**src/rtl/spi_switch_sequencer.sv**
```systemverilog
// Hardware sequencer: debounces the switch bank and ships each settled value as one
// 16-bit mode-0 SPI frame, capturing the slave's reply word in the same frame.
module spi_switch_sequencer #(
    parameter int unsigned CLK_DIV       = 4,
    parameter int unsigned SETTLE_CYCLES = 1000
) (
    input  logic        clk_clk,
    input  logic        reset_reset,
    input  logic [9:0]  sw_in,
    input  logic        start,
    input  logic        spi_MISO,
    output logic        spi_MOSI,
    output logic        spi_SCLK,
    output logic        spi_SS_n,
    output logic [15:0] rx_data,
    output logic        rx_valid,
    output logic        busy,
    output logic [7:0]  frame_count
);

    localparam int unsigned DW = (CLK_DIV > 1) ? $clog2(CLK_DIV) : 1;
    localparam int unsigned CW = $clog2(SETTLE_CYCLES + 1);
    localparam logic [DW-1:0] DIV_LAST   = DW'(CLK_DIV - 1);
    localparam logic [CW-1:0] SETTLE_MAX = CW'(SETTLE_CYCLES);

    typedef enum logic [2:0] {IDLE, SETUP, SHIFT, HOLD, GAP} state_t;
    state_t state, state_next;

    logic [9:0]    sw_meta, sw_sync, sw_prev, last_sent;
    logic [CW-1:0] stable_cnt;
    logic [DW-1:0] div_cnt;
    logic          div_done;
    logic [3:0]    bit_cnt;
    logic          phase_high;
    logic [15:0]   tx_sr, rx_sr;
    logic          pending, trigger, request, launch;

    assign div_done = (div_cnt == DIV_LAST);
    assign trigger  = (stable_cnt == SETTLE_MAX) && (sw_sync != last_sent);
    assign request  = trigger | start;
    assign launch   = (state == IDLE) && (request | pending);

    always_ff @(posedge clk_clk or posedge reset_reset) begin
        if (reset_reset) begin
            sw_meta    <= '0;
            sw_sync    <= '0;
            sw_prev    <= '0;
            stable_cnt <= '0;
        end else begin
            sw_meta <= sw_in;
            sw_sync <= sw_meta;
            sw_prev <= sw_sync;
            if (sw_sync != sw_prev)
                stable_cnt <= '0;
            else if (stable_cnt != SETTLE_MAX)
                stable_cnt <= stable_cnt + CW'(1);
        end
    end

    always_ff @(posedge clk_clk or posedge reset_reset) begin
        if (reset_reset)
            state <= IDLE;
        else
            state <= state_next;
    end

    always_comb begin
        state_next = state;
        unique case (state)
            IDLE:  if (launch) state_next = SETUP;
            SETUP: if (div_done) state_next = SHIFT;
            SHIFT: if (div_done && !phase_high && bit_cnt == 4'd15) state_next = HOLD;
            HOLD:  if (div_done) state_next = GAP;
            GAP:   if (div_done) state_next = IDLE;
            default: state_next = IDLE;
        endcase
    end

    always_ff @(posedge clk_clk or posedge reset_reset) begin
        if (reset_reset) begin
            div_cnt     <= '0;
            bit_cnt     <= '0;
            phase_high  <= 1'b0;
            tx_sr       <= '0;
            rx_sr       <= '0;
            last_sent   <= '0;
            pending     <= 1'b0;
            rx_data     <= '0;
            rx_valid    <= 1'b0;
            frame_count <= '0;
        end else begin
            rx_valid <= 1'b0;
            div_cnt  <= (state == IDLE || div_done) ? '0 : div_cnt + DW'(1);

            if (launch) begin
                tx_sr     <= {4'b1010, 2'b00, sw_sync};
                last_sent <= sw_sync;
                pending   <= 1'b0;
            end else if (state != IDLE && request) begin
                pending <= 1'b1;
            end

            if (state == SETUP && div_done) begin
                phase_high <= 1'b1;
                bit_cnt    <= '0;
            end

            if (state == SHIFT) begin
                if (phase_high && div_cnt == '0)
                    rx_sr <= {rx_sr[14:0], spi_MISO};
                if (div_done) begin
                    phase_high <= !phase_high;
                    if (!phase_high)
                        bit_cnt <= bit_cnt + 4'd1;
                    // MOSI moves with the falling SCLK edge; the final bit is held into HOLD
                    else if (bit_cnt != 4'd15)
                        tx_sr <= {tx_sr[14:0], 1'b0};
                end
            end

            if (state == HOLD && div_done) begin
                rx_data     <= rx_sr;
                rx_valid    <= 1'b1;
                frame_count <= frame_count + 8'd1;
            end
        end
    end

    always_comb begin
        spi_SS_n = 1'b1;
        spi_SCLK = 1'b0;
        spi_MOSI = 1'b0;
        busy     = (state != IDLE);
        if (state == SETUP || state == SHIFT || state == HOLD) begin
            spi_SS_n = 1'b0;
            spi_MOSI = tx_sr[15];
            spi_SCLK = (state == SHIFT) && phase_high;
        end
    end

endmodule

```
**config.mk**
```make
export PLATFORM = sky130hd
export DESIGN_NAME = spi_switch_sequencer
export DESIGN_NICKNAME = d
export VERILOG_FILES = /design/src/rtl/spi_switch_sequencer.sv
export SDC_FILE = /design/constraint.sdc
export NUM_CORES = 1
export LEC_CHECK = 0
export CAP_MARGIN = 30
export CORE_ASPECT_RATIO = 0.8
export CORE_UTILIZATION = 49
export DETAILED_ROUTE_END_ITERATION = 6
export MAX_ROUTING_LAYER = met4
export PLACE_DENSITY = 0.82
export SYNTH_ARGS = -nofsm -noshare
export SYNTH_HDL_FRONTEND = slang
export SYNTH_SLANG_ARGS = --single-unit
```
**constraint.sdc**
```tcl
create_clock -name clk_clk -period 13 [get_ports clk_clk]
set_clock_uncertainty 0.2 [all_clocks]
set_input_delay 3.25 -clock clk_clk [delete_from_list [all_inputs] [get_ports clk_clk]]
set_output_delay 3.25 -clock clk_clk [all_outputs]
set_load 0.1 [all_outputs]
```
==> results.py <==
metrics = {
    "run_status": {
        "status": "completed",
    },
    "power": {
        "sw_frac_of_total": 0.2147,
        "p_switching_mw": 0.1828,
        "p_int_mw": 0.6685,
        "p_clk_frac": 0.536,
        "combPwrFrac": 0.019,
        "ir_drop_uv": 135.8,
        "p_total_mw": 0.8513,
        "p_per_area_nw_per_um2": 145.1,
        "seq_power_share": 0.445,
        "p_leak_nw": 2.739,
    },
    "yosys": {
        "synth_fp_nets": 444,
        "ys_warn_count": 0,
        "syn-cell-area_um2": 4785,
        "syn_inst": 424,
        "synth-seq-cells": 118,
        "syn_avg_cell_area_um2": 11.28,
        "ys_seq_area_frac": 0.6172,
        "synth.distinct_cells": 40,
    },
    "clock_network": {
        "cts_htree_levels": 4,
        "clk_pin_slew_worst_paths_ns": 0.05,
        "cts_buffer_depth": 2,
        "clock_sinks": 118,
        "cts_setup_buffers": 0,
        "clk_latency_ns": 0.40,
        "clockRootBuffer": "clkbuf_16",
        "cts_tree": "built",
        "postCtsHoldBufs": 0,
        "cts.repair.resized": 0,
        "numCtsBuffers": 17,
    },
    "placement": {
        "place_area_um2": 5278,
        "place.gp.congestion": 0.8002,
        "portBuffers": 42,
        "place.detailed.hpwl_um": 5541,
        "dpl.cell_count": 567,
    },
    "layout": {
        "nets": 491,
        "layout-drive-gt1-share": 0.1426,
        "layout_commonest_cell": "dfrtp_1",
        "final_cell_area_um2": 5868,
        "layout.cells.most_common_list": "118 x dfrtp_1, 83 x nand2_1, 42 x clkdlybuf4s50_1",
        "fin_cells": 599,
        "num-fill-cells": 651,
        "area_delta_synth_final_pct": 22.65,
        "n_antenna_cell": 0,
    },
    "sta": {
        "fin_crit_ns": 6.082,
        "setup_viol": 0,
        "whs_ns": 0.1453,
        "rsz0062_at_grt": "false",
        "setup_tns_ns": 0,
        "min_period_over_period": 0.4679,
        "tightest_slew_ns": 1.012,
        "max_freq_mhz": 164.4,
        "slew_headroom": 0.3234,
        "finalMaxSlewViolations": 0,
        "hold_viol": 0,
    },
    "critical_path": {
        "cp.arrival_ns": 2.63,
        "cp_cell_sequence": "or2_2, nand2b_1, nor2_1, clkdlybuf4s50_1",
        "max_stage_delay_ns": 1.15,
        "worst-setup-path-type": "flip-flop to primary output",
        "critical_path.max_fanout": 13,
        "worstSetupEndpointType": "primary output",
        "critPathLaunchType": "flip-flop",
        "rr_endpoint": "frame_count[7]",
        "r2r_start": "div_cnt[0]",
        "r2r_slack_ns": 10.30,
        "crit_slowest_cell": "clkdlybuf4s50_1",
        "rr_worst_depth": 7,
        "required_ns": 9.55,
    },
    "worst_hold_path": {
        "holdPathEnd": "sw_sync[3]",
        "min-delay-start": "sw_meta[3]",
        "hold_class": "flip-flop to flip-flop",
        "whs_path_depth": 0,
    },
    "floorplanning": {
        "num_io_pins": 43,
        "die_area_um2": 10170,
        "die_y_um": 90.38,
        "core-area_um2": 9270,
        "die_w_um": 112.5,
        "rows": 31,
        "start_util": 0.5161,
    },
    "grt": {
        "grt_usage": 0.2025,
        "grt_pass1_vias": 3240,
        "grt-ovfl-total": 0,
        "grt_max_degree": 74,
        "antenna_found_initial": 0,
        "grt_first_pass_wirelength_um": 15580,
    },
    "routing": {
        "drc": 0,
        "drt_pre_antenna_iters": 5,
        "drt-initial-drc-count": 240,
        "ant_nets": 0,
        "vias_per_cell": 5.332,
        "wire_per_inst_um": 14.90,
        "wl_um": 8923,
        "vias": 3194,
    },
    "run": {
        "drv_cap": 0,
    },
}
==> per-layer routing <==
layer  GRT usage  wire length, um  vias to the layer above
li1            -                -                     1517
met1      0.2562             4013                     1601
met2      0.3199             4513                       68
met3     0.05034              316                        8
met4     0.07111               80                        0
met5           -                0                        -
==> synth_stat cells <==
cell	count	area, um^2
dfrtp_1	118	2953
nand2_1	83	311.6
nor2_1	29	108.9
xor2_1	23	201.4
mux2_2	22	247.7
o21ai_0	22	110.1
a21oi_1	16	80.08
xnor2_1	13	113.9
a31oi_1	11	68.82
nand3_1	11	55.05
inv_1	8	30.03
clkbuf_1	7	26.28
and3_1	6	37.54
ha_1	6	75.07
buf_2	5	25.02
nor4_1	5	31.28
nand4_1	4	25.02
nor3_1	4	20.02
nand2b_1	3	18.77
a22oi_1	2	15.01
buf_4	2	15.01
buf_6	2	22.52
inv_2	2	7.510
nor2_4	2	22.52
nor3b_1	2	15.01
o31ai_1	2	15.01
a211oi_1	1	7.510
a21o_2	1	8.760
a21oi_2	1	8.760
and3_2	1	7.510
and4_1	1	8.760
and4bb_2	1	12.51
mux2i_1	1	10.01
nand2_2	1	6.260
nand3_2	1	10.01
nand3b_1	1	7.510
nand4b_1	1	8.760
nor2b_1	1	6.260
nor4b_4	1	23.77
or2_2	1	6.260
==> power groups by stage <==
stage          Combinational, mW  Sequential [mW]  Clock [mW]
2_1_floorplan            0.00976            0.383           0
3_3_place_gp              0.0161            0.384           0
3_5_place_dp              0.0168            0.385           0
4_1_cts                   0.0169            0.379       0.463
5_1_grt                   0.0188            0.379       0.483
6_report                  0.0162            0.378       0.457
==> logic make-up (layout without fill, tap and decap cells) <==
| logic type | after synthesis | after routing | share of synthesized area |
|---|---|---|---|
| AND/OR/NAND/NOR | 159 | 159 | 0.1553 |
| flip-flops | 118 | 118 | 0.6172 |
| AO/OA/AOI/OAI | 56 | 56 | 0.06564 |
| XOR/XNOR | 36 | 36 | 0.06590 |
| buffers and inverters | 26 | 86 | 0.02641 |
| multiplexers | 23 | 23 | 0.05387 |
| adder cells (fa/ha/maj) | 6 | 6 | 0.01569 |
==> worst max-delay path by stage <==
| stage | endpoint | startpoint | cells after the start |
|---|---|---|---|
| finish | spi_MOSI | state[0] | 4 |
| global route | spi_MOSI | state[0] | 4 |
| CTS | spi_MOSI | state[0] | 4 |
| detailed placement | spi_MOSI | state[0] | 4 |
| global placement | spi_MOSI | state[0] | 4 |
| floorplan | bit_cnt[0] | reset_reset | 1 |
==> registers in the layout (all words and copies together) (netlist names) <==
signal,flops
rx_data,16
rx_sr,16
tx_sr,16
last_sent,10
stable_cnt,10
sw_meta,10
sw_prev,10
sw_sync,10
frame_count,8
bit_cnt,4
state,3
div_cnt,2
pending,1
phase_high,1
rx_valid,1
==> worst max-delay path: cells and delay by family, from the launching register on <==
family | cells | cell delay (ns)
buffers and inverters | 1 | 1.15
flip-flops | 1 | 0.61
AND/OR/NAND/NOR | 3 | 0.47
==> per-stage QoR <==
step / setup WS [ns] / util
final: 6.918 / 0.6330
after global placement: 7.382 / 0.5693
after CTS: 6.908 / 0.6330
after detailed placement: 7.346 / 0.5693
after global routing: 6.845 / 0.6330
after floorplan: 6.421 / -
==> final cells by class <==
class | count | area (um^2) | area share
Timing Repair Buffer | 44 | 435.4 | 0.07420
Clock inverter | 14 | 151.4 | 0.02580
Inverter | 10 | 40.04 | 0.006823
Sequential cell | 118 | 2953 | 0.5032
Multi-Input combinational cell | 280 | 1705 | 0.2906
Tap cell | 115 | 143.9 | 0.02452
Clock buffer | 18 | 439.2 | 0.07484
No activity file was read; power rests on OpenSTA's default activity.
